`src/rtl/motor_pkg.sv`:
```
// Shared definitions for the motor ramp controller: FSM states, duty width default
// and direction encoding.
package motor_pkg;

  localparam int DEF_DC_PRECISION = 8;

  localparam logic DIR_FWD = 1'b1;
  localparam logic DIR_BWD = 1'b0;

  typedef enum logic [1:0] {
    IDLE  = 2'd0,
    RUN   = 2'd1,
    DECEL = 2'd2,
    DEAD  = 2'd3
  } state_t;

endpackage

```
`src/rtl/motor_tick_gen.sv`:
```
// Ramp-tick prescaler: counts 0..TICK_DIV-1 and pulses tick for one clk at the
// top of the count. clr restarts the count at 0.
module motor_tick_gen #(
  parameter int TICK_DIV = 100000
) (
  input  logic clk,
  input  logic reset,
  input  logic clr,
  output logic tick
);

  localparam int CW = (TICK_DIV > 1) ? $clog2(TICK_DIV) : 1;
  localparam logic [CW-1:0] LAST = CW'(TICK_DIV - 1);

  logic [CW-1:0] cnt;

  // NOTE: sequential state uses non-blocking (<=) so every register samples
  // pre-edge values regardless of block ordering.
  always_ff @(posedge clk) begin
    if (reset || clr)    cnt <= '0;
    else if (cnt == LAST) cnt <= '0;
    else                 cnt <= cnt + CW'(1);
  end

  assign tick = (cnt == LAST);

endmodule

```
`src/rtl/motor_ramp_ctrl.sv`:
```
// Duty/direction sequencer for the PWM block: slew-limited ramps, dead time on
// reversal, estop. Optional command watchdog under `define MOTOR_RAMP_WATCHDOG_EN.
module motor_ramp_ctrl
  import motor_pkg::*;
#(
  parameter int DC_PRECISION = DEF_DC_PRECISION,
  parameter int TICK_DIV     = 100000,
  parameter int STEP         = 1,
  parameter int DEAD_TICKS   = 50,
  parameter int WDOG_TICKS   = 500
) (
  input  logic                    clk,
  input  logic                    reset,
  input  logic                    cmd_valid,
  output logic                    cmd_ready,
  input  logic [DC_PRECISION-1:0] cmd_duty,
  input  logic                    cmd_dir,
  input  logic                    estop,
  output logic [DC_PRECISION-1:0] duty_out,
  output logic                    dir_out,
  output logic                    busy,
  output logic                    at_target,
  output logic                    wdog_trip
);

  localparam int DW = $clog2(DEAD_TICKS + 1);
  localparam logic [DW-1:0] DEAD_LAST = DW'(DEAD_TICKS - 1);
  localparam logic [DC_PRECISION:0] STEP_W = (DC_PRECISION + 1)'(STEP);

  typedef logic [DC_PRECISION-1:0] duty_t;

  state_t        state_q, state_d;
  duty_t         duty_q, duty_d, tgt_duty_q, tgt_duty_d;
  logic          dir_q, dir_d, tgt_dir_q, tgt_dir_d;
  logic [DW-1:0] dead_q, dead_d;
  logic          tick, accept;

`ifdef MOTOR_RAMP_WATCHDOG_EN
  localparam int WW = $clog2(WDOG_TICKS + 1);
  localparam logic [WW-1:0] WDOG_LAST = WW'(WDOG_TICKS - 1);
  logic [WW-1:0] wdog_q, wdog_d;
  logic          trip_q, trip_d;
`endif

  motor_tick_gen #(.TICK_DIV(TICK_DIV)) u_tick (
    .clk   (clk),
    .reset (reset),
    .clr   (estop),
    .tick  (tick)
  );

  assign cmd_ready = !estop;
  assign accept    = cmd_valid && cmd_ready;

  // Move cur one STEP toward tgt; a remaining gap of STEP or less lands exactly.
  function automatic duty_t step_toward(input duty_t cur, input duty_t tgt);
    logic [DC_PRECISION:0] diff;
    if (cur < tgt) begin
      diff        = {1'b0, tgt} - {1'b0, cur};
      step_toward = (diff <= STEP_W) ? tgt : cur + STEP_W[DC_PRECISION-1:0];
    end else begin
      diff        = {1'b0, cur} - {1'b0, tgt};
      step_toward = (diff <= STEP_W) ? tgt : cur - STEP_W[DC_PRECISION-1:0];
    end
  endfunction

  // NOTE: every variable driven here gets a default first, so no path leaves
  // one unassigned and no latch is inferred.
  always_comb begin
    state_d    = state_q;
    duty_d     = duty_q;
    dir_d      = dir_q;
    tgt_duty_d = tgt_duty_q;
    tgt_dir_d  = tgt_dir_q;
    dead_d     = dead_q;

    if (accept) begin
      tgt_duty_d = cmd_duty;
      tgt_dir_d  = cmd_dir;
    end

    unique case (state_q)
      IDLE: begin
        duty_d = '0;
        if (accept && cmd_duty != '0) begin
          dir_d   = cmd_dir;
          state_d = RUN;
        end
      end
      RUN: if (tick) begin
        if (tgt_dir_q != dir_q) begin
          duty_d  = step_toward(duty_q, '0);
          dead_d  = '0;
          state_d = (duty_d == '0) ? DEAD : DECEL;
        end else if (duty_q == '0 && tgt_duty_q == '0) begin
          dead_d  = '0;
          state_d = DEAD;
        end else begin
          duty_d = step_toward(duty_q, tgt_duty_q);
        end
      end
      DECEL: begin
        // A reversal that is cancelled resumes ramping without waiting for a tick.
        if (tgt_dir_q == dir_q) begin
          state_d = RUN;
        end else if (tick) begin
          duty_d = step_toward(duty_q, '0);
          if (duty_d == '0) begin
            dead_d  = '0;
            state_d = DEAD;
          end
        end
      end
      DEAD: begin
        duty_d = '0;
        if (tick) begin
          if (dead_q == DEAD_LAST) begin
            dead_d  = '0;
            dir_d   = tgt_dir_q;
            state_d = (tgt_duty_q != '0) ? RUN : IDLE;
          end else begin
            dead_d = dead_q + DW'(1);
          end
        end
      end
    endcase

`ifdef MOTOR_RAMP_WATCHDOG_EN
    wdog_d = wdog_q;
    trip_d = trip_q;
    if (accept) begin
      wdog_d = '0;
      trip_d = 1'b0;
    end else if (tick) begin
      if (wdog_q == WDOG_LAST) begin
        wdog_d     = '0;
        trip_d     = 1'b1;
        tgt_duty_d = '0;
      end else begin
        wdog_d = wdog_q + WW'(1);
      end
    end
`endif

    if (estop) begin
      state_d    = DEAD;
      duty_d     = '0;
      dir_d      = dir_q;
      tgt_duty_d = '0;
      dead_d     = '0;
    end
  end

  always_ff @(posedge clk) begin
    if (reset) begin
      state_q    <= IDLE;
      duty_q     <= '0;
      dir_q      <= DIR_FWD;
      tgt_duty_q <= '0;
      tgt_dir_q  <= DIR_FWD;
      dead_q     <= '0;
`ifdef MOTOR_RAMP_WATCHDOG_EN
      wdog_q     <= '0;
      trip_q     <= 1'b0;
`endif
    end else begin
      state_q    <= state_d;
      duty_q     <= duty_d;
      dir_q      <= dir_d;
      tgt_duty_q <= tgt_duty_d;
      tgt_dir_q  <= tgt_dir_d;
      dead_q     <= dead_d;
`ifdef MOTOR_RAMP_WATCHDOG_EN
      wdog_q     <= wdog_d;
      trip_q     <= trip_d;
`endif
    end
  end

  assign duty_out  = duty_q;
  assign dir_out   = dir_q;
  assign at_target = (state_q == IDLE || state_q == RUN) &&
                     (duty_q == tgt_duty_q) && (dir_q == tgt_dir_q);
  assign busy      = !at_target;

`ifdef MOTOR_RAMP_WATCHDOG_EN
  assign wdog_trip = trip_q;
`else
  assign wdog_trip = 1'b0;
`endif

endmodule

```
`config.mk`:
```
export PLATFORM = sky130hd
export DESIGN_NAME = motor_ramp_ctrl
export DESIGN_NICKNAME = d
export VERILOG_FILES = /design/src/rtl/motor_pkg.sv /design/src/rtl/motor_tick_gen.sv /design/src/rtl/motor_ramp_ctrl.sv
export SDC_FILE = /design/constraint.sdc
export NUM_CORES = 1
export LEC_CHECK = 0
export CAP_MARGIN = 10
export CORE_ASPECT_RATIO = 1.5
export CORE_UTILIZATION = 57
export CTS_CLUSTER_SIZE = 30
export DETAILED_ROUTE_END_ITERATION = 6
export PLACE_DENSITY = 0.78
export SLEW_MARGIN = 20
export SYNTH_ARGS = -nofsm -noshare
export SYNTH_HDL_FRONTEND = slang
export SYNTH_SLANG_ARGS = --single-unit
```
`constraint.sdc`:
```
create_clock -name clk -period 6.5 [get_ports clk]
set_input_delay 1.3 -clock clk [delete_from_list [all_inputs] [get_ports clk]]
set_output_delay 1.3 -clock clk [all_outputs]
set_load 0.01 [all_outputs]
```
# After elaboration in Yosys (flattened, before gate mapping)
# Index checks and enable logic that the tools add are counted.
classes:
  addsub: 7
  multipliers: 0
  n_div: 0
  n_lt_le_gt_ge: 6
  eq_ne: 25
  shift: 0
  n_mux: 44
  n_bitwise: 1
  reduce_logical: 25
op_table:
  columns: ["cell", "count"]
  rows:
  - ["8-bit two-way mux", 17]
  - ["6-bit two-way mux", 8]
  - ["8-bit zero test", 4]
  - ["9-bit by 1-bit less-or-equal comparator with 1-bit output (second input constant)", 3]
  - ["8-bit one-hot mux with 3 select lines", 1]
  - ["2-bit two-way mux", 10]
  - ["3-bit != test (second input constant)", 6]
  - ["6-bit one-hot mux with 3 select lines", 1]
  - ["8-bit by 8-bit subtractor with 9-bit output", 2]
  - ["17-bit by 1-bit adder with 17-bit output (second input constant)", 1]
  - ["17-bit equality test (second input constant)", 1]
  - ["8-bit nonzero test", 2]
  - ["2-bit != test (second input constant)", 7]
  - ["7-bit AND reduction", 2]
  - ["4-bit != test (second input constant)", 3]
  - ["1-bit by 8-bit subtractor with 9-bit output (first input constant)", 1]
  - ["8-bit by 1-bit adder with 8-bit output (second input constant)", 1]
  - ["8-bit equality test", 1]
  - ["8-bit by 1-bit less-or-equal comparator with 1-bit output (second input constant)", 1]
  - ["8-bit by 1-bit less-than comparator with 1-bit output (second input constant)", 1]
  - ["8-bit less-than comparator", 1]
  - ["2-bit one-hot mux with 4 select lines", 1]
  - ["8-bit by 1-bit subtractor with 8-bit output (second input constant)", 1]
  - ["6-bit by 1-bit adder with 6-bit output (second input constant)", 1]
  - ["other kinds (17)", 31]
totals:
  register_bits: 43
  latch_bits: 0
  ramBits: 0
  rom_bits: 0
  input_bits: 13
  n_memories: 0

# Logic depth before layout (Yosys ltp)
# Gate-level depths: netlist (run 1).
logic_depth:
  ltp_word: 13
  mapped_depth: 12
  ltp_nobuf: 12

# Hierarchy
# Synthesis (run 1) repeated with hierarchy kept, for this count alone.
hier_totals:
  hier_cells: 465
  area_unflattened_um2: 3833.7
by_module_without_submodules:
  columns: ["module", "n_inst", "cells_each", "area_per_inst_um2"]
  rows:
  - ["motor_ramp_ctrl", 1, 378, 2970.3]
  - ["motor_tick_gen", 1, 87, 863.3]

# Least setup slack after synthesis (run 1)
# Ideal clock, no wire load.
synth_timing:
  path_kind: "register to output"
  start: "register duty_q[5], in the netlist duty_out[5]"
  end: "output port at_target"
  arrival_time_ns: 2.293
  required_ns: 5.200
  setup_slack_ns: 2.907
  stages_incl_launch_ff: 8
  path_cell_list: "dfxtp_1 -> clkbuf_1 -> inv_1 -> ha_1 -> clkbuf_1 -> nand3_1 -> or4_1 -> inv_1"
synth_via:
  elab_chain_cells: 3
synth_lines:
  columns: ["element", "line", "rtl"]
  rows:
  - ["start, declared", "motor_ramp_ctrl.sv:33", "duty_t duty_q, duty_d, tgt_duty_q, tgt_duty_d;"]
  - ["start signal, assigned", "motor_ramp_ctrl.sv:168", "duty_q <= duty_d;"]
  - ["8-bit equality test", "motor_ramp_ctrl.sv:183", "(duty_q == tgt_duty_q) && (dir_q == tgt_dir_q);"]
  - ["1-bit logical AND", "motor_ramp_ctrl.sv:182", "assign at_target = (state_q == IDLE || state_q == RUN) &&"]
  - ["1-bit logical AND", "motor_ramp_ctrl.sv:183", null]
  - ["end, declared", "motor_ramp_ctrl.sv:22", "output logic at_target,"]
# Every way passes these cells.

# Worst setup path after layout (run 1)
# Same ends and word-level chain as after synthesis.

==> reports/metrics.csv, run 1 <==
metric;value;unit
critPathMaxFanout;15;
num_rows;34;
drc;0;
synthArstFlopShare;0;
p_sw;411.9;µW
avgSynthCellArea;7.663;µm²
min_path_type;reg2reg;
max_stage_delay;0.60;ns
status;finished, final reports clean;
cts_tree;yes;
fp.dieH;98.21;µm
cts-hold-fix-buffers;0;
fin_crit;4.218;ns
cts_sinks;43;
r2r_end;dead_q[3];
grt_setup_unrepaired;no;
grt.overflow.total;0;
setup_viol;0;
yosysWarnings;0;
ys_types;68;
synthCells;459;
syn2layout_area_growth;9.676;%
gp_congestion;0.9260;
ir_drop;0.1694;mV
final_cell_mix;60 x nor2_1, 43 x dfxtp_1, 31 x a21oi_1;
fin_skew;0.01145;ns
powerDensity;261.3;nW/µm²
htreeDepth;2;
grt_start_max_net_pins;24;
syn_nets;500;
cts_max_path_buffers;2;
comb_power_share;0.490;
swShare;0.4087;
hold_path_depth;1;
antenna_cells;0;
grt_antenna_before_repair;0;
final.setup.tns;0;ns
r2r-start;duty_out[1];
synth-seq-cells;43;
dieArea;6495;µm²
cts_setup_buffers;0;
layout_commonest_cell;nor2_1;
critPathArrivalTime;2.92;ns
worst_slew_pin_slew;0.7331;ns
wl_per_cell;16.94;µm
fill_cells;515;
cts_resized;0;
maxCapViolations;0;
io_pins;26;
grt_use_total;0.3060;
clkPwrFrac;0.216;
endpoint_kind;output port;
fin_crit_sh;0.6490;
cts_made_buffers;5;
grt_pass1_wl;15440;µm
final_net_count;508;
hold_end;u_tick.cnt[0];
critPathSlowestCell;dfxtp_1;
slew_viol_final;0;
p_total;1.008;mW
syn_area;3517;µm²
leakage;1.495;nW
hpwl;7026;µm
synth_edf_count;0;
start_kind;register;
required;5.20;ns
pwr-share-seq;0.294;
ff2ff_path_depth;10;
io_buffer_count;24;
final_util;0.6571;
slew_headroom;0.5113;
drive_gt1_frac;0.03632;
worstHoldStart;u_tick.cnt[0];
core;5871;µm²
fmax;237.1;MHz
cts_root_buf;clkbuf_8;
critPathKind;reg2out;
p_int;596.1;µW
crit_family;buffers and inverters;
hold_viol;0;
vias_per_cell;6.281;
postRouteAntennaNets;0;
via_count;3392;
path_buf_inv;3;
routed_wl;9146;µm
die_x;66.14;µm
detail_route.iter0.violations;168;
yosysSeqAreaShare;0.2448;
synth_flop_cell;dfxtp_1;
first_global_vias;3268;
clk_pin_slew;0.09;ns
start_util;0.5991;
ff2ff_setup_slack;2.83;ns
timing.critical_path.mode_cell;inv_1;
crit_chain;inv_1 -> ha_1 -> nand3_1 -> or4_1 -> inv_1 -> clkdlybuf4s50_1;
clk_latency;0.30;ns
drtPass1Iterations;4;
-- through the flow --
step | cell area (µm²) | worst slack [ns] | hold WS (ns) | instances
final | 3857 | 2.282 | 0.4698 | 540
after global routing | 3857 | 2.074 | 0.5237 | 540
after CTS | 3857 | 2.313 | 0.4697 | 540
after detailed placement | 3740 | 2.649 | 0.4544 | 532
after global placement | 3740 | 2.681 | 0.4411 | 532
after floorplan | 3517 | 2.907 | 0.4302 | 459
-- synthesized netlist by cell type (5+ instances only) --
cell type	instances	area (µm²)
mux2i_1	10	100.1
o211ai_1	6	45.04
nand3_1	14	70.07
xnor2_1	13	113.9
nor2b_1	8	50.05
o21ai_0	16	80.08
dfxtp_1	43	860.8
ha_1	26	325.3
nand2b_1	5	31.28
clkbuf_1	17	63.81
xor2_1	12	105.1
nor2_1	60	225.2
nor3_1	13	65.06
and3_1	10	62.56
nor4_1	12	75.07
nand2_1	28	105.1
a2111oi_0	5	43.79
or4_1	5	37.54
a21o_1	5	37.54
nand4_1	5	31.28
inv_1	29	108.9
a21oi_1	31	155.2
-- worst reg2reg max path, cell delays in order, from the launching register on --
cell     delay [ns]
dfxtp_1        0.48
inv_1          0.21
ha_1           0.43
or3b_1         0.49
and2_1         0.21
o32a_1         0.29
nor4b_2        0.27
a41oi_1        0.21
or2_1          0.38
or4b_1         0.51
a21oi_1        0.15
-- layer usage --
metal | global-route usage | routed length, µm | vias up
met1 | 0.3465 | 3617 | 1572
li1 | - | - | 1666
met3 | 0.05374 | 412 | 33
met2 | 0.5165 | 4734 | 121
met5 | 0 | 0 | -
met4 | 0.1882 | 382 | 0
-- sequential cells by signal, summed over array words and instances (netlist names) --
signal      flops
dead_q          6
dir_out         1
duty_out        8
state_q         2
tgt_dir_q       1
tgt_duty_q      8
u_tick.cnt     17
-- power groups by stage --
stage | clock network (mW) | logic [mW] | registers [mW]
final | 0.218 | 0.494 | 0.297
after global routing | 0.232 | 0.546 | 0.299
after detailed placement | 0 | 0.478 | 0.302
after global placement | 0 | 0.473 | 0.301
after CTS | 0.221 | 0.481 | 0.296
after floorplan | 0 | 0.355 | 0.294
-- worst max path at each step --
stage | slack, ns | from | cells past startpoint | endpoint
CTS | 2.31 | duty_out[5] | 6 | at_target
global route | 2.07 | duty_out[5] | 6 | at_target
finish | 2.28 | duty_out[5] | 6 | at_target
detailed placement | 2.65 | duty_out[4] | 6 | at_target
floorplan | 2.91 | duty_out[5] | 7 | at_target
global placement | 2.68 | duty_out[3] | 6 | at_target
-- area by class of cell --
cell class / instances / area (µm²) / share of cell area
clock inverter: 2 / 35.03 / 0.009082
clock buffer: 6 / 82.58 / 0.02141
timing repair buffer: 24 / 240.2 / 0.06228
multi-input combinational: 364 / 2440 / 0.6325
tap: 72 / 90.09 / 0.02335
inverter: 29 / 108.9 / 0.02822
sequential: 43 / 860.8 / 0.2232
-- cells by family (layout without fill, tap and decap cells) --
family,Yosys count,in the layout,share of synthesized area
compound gates,109,109,0.2078
xor+xnor,25,25,0.06226
fa+ha+maj,28,28,0.1039
buf+inv,52,61,0.06154
flops,43,43,0.2448
mux,12,12,0.03486
other cells,1,1,0.001066
simple gates,189,189,0.2839
Power figures use the tool's default switching activity.
==> inputs of run 2 (changes only) <==
--- a/config.mk
+++ b/config.mk
@@ -7,10 +7,10 @@
 export LEC_CHECK = 0
 export CAP_MARGIN = 10
 export CORE_ASPECT_RATIO = 1.5
-export CORE_UTILIZATION = 57
+export CORE_UTILIZATION = 54
 export CTS_CLUSTER_SIZE = 30
 export DETAILED_ROUTE_END_ITERATION = 6
-export PLACE_DENSITY = 0.78
+export PLACE_DENSITY = 0.77
 export SLEW_MARGIN = 20
 export SYNTH_ARGS = -nofsm -noshare
 export SYNTH_HDL_FRONTEND = slang
==> constraint.sdc (replaced) <==
create_clock -name clk -period 3.6 [get_ports clk]
set_input_delay 0.72 -clock clk [delete_from_list [all_inputs] [get_ports clk]]
set_output_delay 0.72 -clock clk [all_outputs]
set_load 0.01 [all_outputs]
==> reports/metrics.csv, run 2 (synthesis results as in run 1) <==
metric;value;unit
status;finished, final reports clean;
min_path_type;reg2reg;
fin_skew;0.01407;ns
grt_start_max_net_pins;24;
layout_commonest_cell;nor2_1;
critPathMaxFanout;9;
first_global_vias;3169;
clk_pin_slew;0.09;ns
dieArea;6847;µm²
comb_power_share;0.524;
cts_tree;yes;
cts_made_buffers;5;
hold_viol;0;
start_util;0.5656;
critPathSlowestCell;or4_1;
setup_viol;0;
clkPwrFrac;0.178;
final.setup.tns;0;ns
p_sw;743.5;µW
clk_latency;0.31;ns
grt_pass1_wl;15160;µm
grt_antenna_before_repair;0;
fin_crit_sh;0.9396;
cts_root_buf;clkbuf_8;
hpwl;7324;µm
grt.overflow.total;0;
cts_max_path_buffers;2;
swShare;0.4243;
maxCapViolations;0;
crit_family;compound AO/OA/AOI/OAI gates;
cts_sinks;43;
pwr-share-seq;0.297;
gp_congestion;0.9556;
worst_slew_pin_slew;0.7649;ns
p_total;1.752;mW
io_pins;26;
drive_gt1_frac;0.06432;
core;6218;µm²
drtPass1Iterations;5;
fin_cells;556;
fill_cells;574;
routed_wl;9481;µm
slew_viol_final;0;
final_util;0.6326;
largest_reg_flops;17;
leakage;1.546;nW
path_buf_inv;1;
via_count;3410;
fin_crit;3.383;ns
htreeDepth;2;
start_kind;register;
regArea;862.1;µm²
critPathArrivalTime;3.64;ns
required;3.86;ns
endpoint_kind;register;
fmax;295.6;MHz
cts_setup_buffers;0;
grt_use_total;0.2945;
drc;0;
p_int;1.009;mW
critPathKind;reg2reg;
crit_chain;ha_1 -> inv_1 -> fa_1 -> a21o_1 -> a221oi_1 -> xnor2_1 -> or4_1 -> o21a_1 -> and3_1 -> a2111oi_0 -> o211a_1;
io_buffer_count;24;
antenna_cells;0;
detail_route.iter0.violations;175;
powerDensity;445.5;nW/µm²
ir_drop;0.2738;mV
ff2ff_setup_slack;0.22;ns
dp.cells;548;
final_net_count;522;
slew_headroom;0.4862;
postRouteAntennaNets;0;
multi_input_area;2440;µm²
grt_setup_unrepaired;no;
max_stage_delay;0.54;ns
syn2layout_area_growth;11.85;%
final_cell_mix;60 x nor2_1, 42 x dfxtp_1, 31 x a21oi_1;
vias_per_cell;6.133;
num_rows;35;
top_register;u_tick.cnt;
die_x;67.90;µm
fp.dieH;100.8;µm
wl_per_cell;17.05;µm
run 2: changes by cell type in the layout (fill, tap and decap cells not counted), sizes merged:
cell	previous run	this run
clkinvlp	0	1
buf	0	14
bufinv	1	0
run 2: worst paths after layout:
path | startpoint | to | cells past startpoint
min | u_tick.cnt[0] | u_tick.cnt[0] | 1
min reg2reg | u_tick.cnt[0] | u_tick.cnt[0] | 1
max reg2reg | tgt_duty_q[0] | duty_out[4] | 11
max | tgt_duty_q[0] | duty_out[4] | 11
run 2: per-layer routing:
layer	GRT usage	part of all wire	wire (µm)	up-vias
li1	-	-	-	1696
met1	0.3384	0.41	3845	1591
met2	0.4981	0.51	4812	89
met3	0.04638	0.033	316	34
met4	0.1731	0.053	506	0
met5	0	0	0	-
run 2: repair_timing:
action                     in CTS  in global routing
setup endpoints to repair       0                  1
gates resized for setup         0                  1
hold buffers                    0                  0
hold endpoints to repair        0                  0
run 2: area by class of cell:
type,instances,area share
multi-input cells,364,0.6202
flip-flops and latches,43,0.2191
repair buffers,38,0.08779
inverters,29,0.02767
well taps,74,0.02354
clock buffers,6,0.01845
clock inverters,2,0.003181
run 2: worst register-to-register path: stages (launching register included):
cell and delay (ns):
dfxtp_1 0.46, ha_1 0.21, inv_1 0.05, fa_1 0.40
a21o_1 0.17, a221oi_1 0.31, xnor2_1 0.09, or4_1 0.54
o21a_1 0.34, and3_1 0.23, a2111oi_0 0.33, o211a_1 0.19
run 2: power by group through the flow:
stage,clock network (mW),registers [mW],logic [mW]
floorplan,0,0.531,0.642
global placement,0,0.530,0.888
detailed placement,0,0.531,0.896
CTS,0.315,0.520,0.900
global route,0.338,0.523,1.01
finish,0.312,0.521,0.919
run 2: stage by stage:
stage	setup slack, ns	area, µm²	hold slack, ns
after detailed placement	0.2912	3847	0.4549
after floorplan	0.3997	3517	0.4302
final	0.2174	3934	0.4768
after global routing	0.05586	3934	0.4884
after global placement	0.3866	3847	0.4415
after CTS	0.1339	3933	0.4768
==> inputs of run 3 (changes only) <==
--- a/config.mk
+++ b/config.mk
@@ -11,6 +11,7 @@
 export CTS_CLUSTER_SIZE = 30
 export DETAILED_ROUTE_END_ITERATION = 6
 export PLACE_DENSITY = 0.77
+export SKIP_CTS_REPAIR_TIMING = 1
 export SLEW_MARGIN = 20
 export SYNTH_ARGS = -nofsm -noshare
 export SYNTH_HDL_FRONTEND = slang
==> constraint.sdc (replaced) <==
create_clock -name clk -period 2.8 [get_ports clk]
set_input_delay 0.56 -clock clk [delete_from_list [all_inputs] [get_ports clk]]
set_output_delay 0.56 -clock clk [all_outputs]
set_load 0.01 [all_outputs]
==> reports/metrics.csv, run 3 (synthesis results as in run 1) <==
metric;value;unit
syn2layout_area_growth;33.69;%
hold_path_depth;1;
cts_max_path_buffers;2;
wl_per_cell;18.09;µm
io_pins;26;
vias_per_cell;6.187;
crit_family;compound AO/OA/AOI/OAI gates;
cts_tree;yes;
cts_root_buf;clkbuf_8;
maxCapViolations;0;
status;complete, but fails checks;
layout_commonest_cell;buf_4;
clk_latency;0.30;ns
regArea;880.8;µm²
setup_viol;8;
hold_end;u_tick.cnt[0];
fill_cells;452;
start_util;0.5656;
die_x;67.90;µm
crit_chain;clkinv_4 -> buf_6 -> ha_4 -> inv_2 -> fa_2 -> a21o_1 -> a221oi_2 -> xnor2_1 -> or4_4 -> o21a_4 -> mux2_4 -> o211ai_1 -> o21ai_1;
largest_reg_flops;17;
critPathSlowestCell;or4_4;
fmax;336.2;MHz
dp.cells;598;
hpwl;8279;µm
worstHoldStart;u_tick.cnt[0];
grt_start_max_net_pins;17;
grt_use_total;0.3396;
core;6218;µm²
fp.dieH;100.8;µm
top_register;u_tick.cnt;
r2r_end;duty_out[1];
cts_made_buffers;5;
htreeDepth;2;
pre_cts_ws;-0.2667;ns
ir_drop;0.3684;mV
slew_viol_final;0;
cp.depth;13;
routed_wl;11050;µm
clk_pin_slew;0.08;ns
num_rows;35;
grt_setup_unrepaired;yes;
finalWorstSetupSlack;-0.1741;ns
critPathKind;reg2reg;
start_kind;register;
fin_skew;0.009738;ns
fin_cells;611;
hold_viol;0;
cts_sinks;43;
gp_congestion;0.9221;
fin_crit;2.974;ns
final_net_count;577;
ff2ff_setup_slack;-0.17;ns
io_buffer_count;24;
final_util;0.7561;
path_buf_inv;3;
first_global_vias;3742;
detail_route.iter0.violations;228;
antenna_cells;0;
critPathArrivalTime;3.15;ns
final_cell_mix;65 x buf_4, 58 x nor2_1, 35 x dfxtp_1;
multi_input_area;2744;µm²
worst_slew_pin_slew;0.7810;ns
powerDensity;585.7;nW/µm²
drive_gt1_frac;0.2570;
critPathMaxFanout;8;
drtPass1Iterations;5;
postRouteAntennaNets;0;
grt_antenna_before_repair;0;
ff2ff_path_depth;13;
violations;negative setup slack;
fin_crit_sh;1.062;
endpoint_kind;register;
max_stage_delay;0.52;ns
dieArea;6847;µm²
via_count;3780;
min_path_type;reg2reg;
grt_pass1_wl;17520;µm
grt.overflow.total;0;
leakage;1.895;nW
r2r-start;duty_out[0];
slew_headroom;0.4776;
required;2.98;ns
drc;0;
-- run 3: layout make-up --
class	count	area share
timing repair buffer	93	0.1674
inverter	29	0.02475
tap	74	0.01969
sequential	43	0.1873
multi-input combinational	364	0.5836
clock inverter	1	0.001064
clock buffer	7	0.01623
-- run 3: through the flow --
step	hold WS [ns]	cell area, µm²	power [mW]	setup TNS, ns
floorplan	0.4302	3647	1.571	-0.2710
global placement	0.4415	4328	2.061	-1.214
detailed placement	0.4629	4328	2.085	-2.205
CTS	0.4818	4409	2.481	-2.867
global route	0.5084	4702	2.921	-1.873
finish	0.4880	4702	2.754	-0.8380
-- run 3: power by group --
part,internal [mW],switching (mW)
Clock,0.176,0.222
Combinational,0.796,0.894
Sequential,0.635,0.0316
Total,1.61,1.15
-- run 3: per-layer routing --
metal	vias to the layer above	global-route usage	wire length, µm
li1	1815	-	-
met1	1736	0.3679	4040
met2	168	0.5895	5808
met3	61	0.04186	443
met4	0	0.2356	760
met5	-	0	0
-- run 3: how the worst max path moves through the flow --
stage                     slack [ns]     endpoint     startpoint
after floorplan                -0.07    dead_q[2]    duty_out[1]
after global placement         -0.19    dead_q[3]    duty_out[1]
after detailed placement       -0.27  duty_out[4]    duty_out[0]
after CTS                      -0.28  duty_out[4]    duty_out[0]
after global routing           -0.31  duty_out[4]  tgt_duty_q[4]
final                          -0.17  duty_out[1]    duty_out[0]
-- run 3: worst register-to-register path: stages (launching register included) --
cell and delay [ns]:
dfxtp_4 0.36, clkinv_4 0.06, buf_6 0.09, ha_4 0.12, inv_2 0.04, fa_2 0.36, a21o_1 0.22, a221oi_2 0.24
xnor2_1 0.10, or4_4 0.52, o21a_4 0.27, mux2_4 0.27, o211ai_1 0.14, o21ai_1 0.08
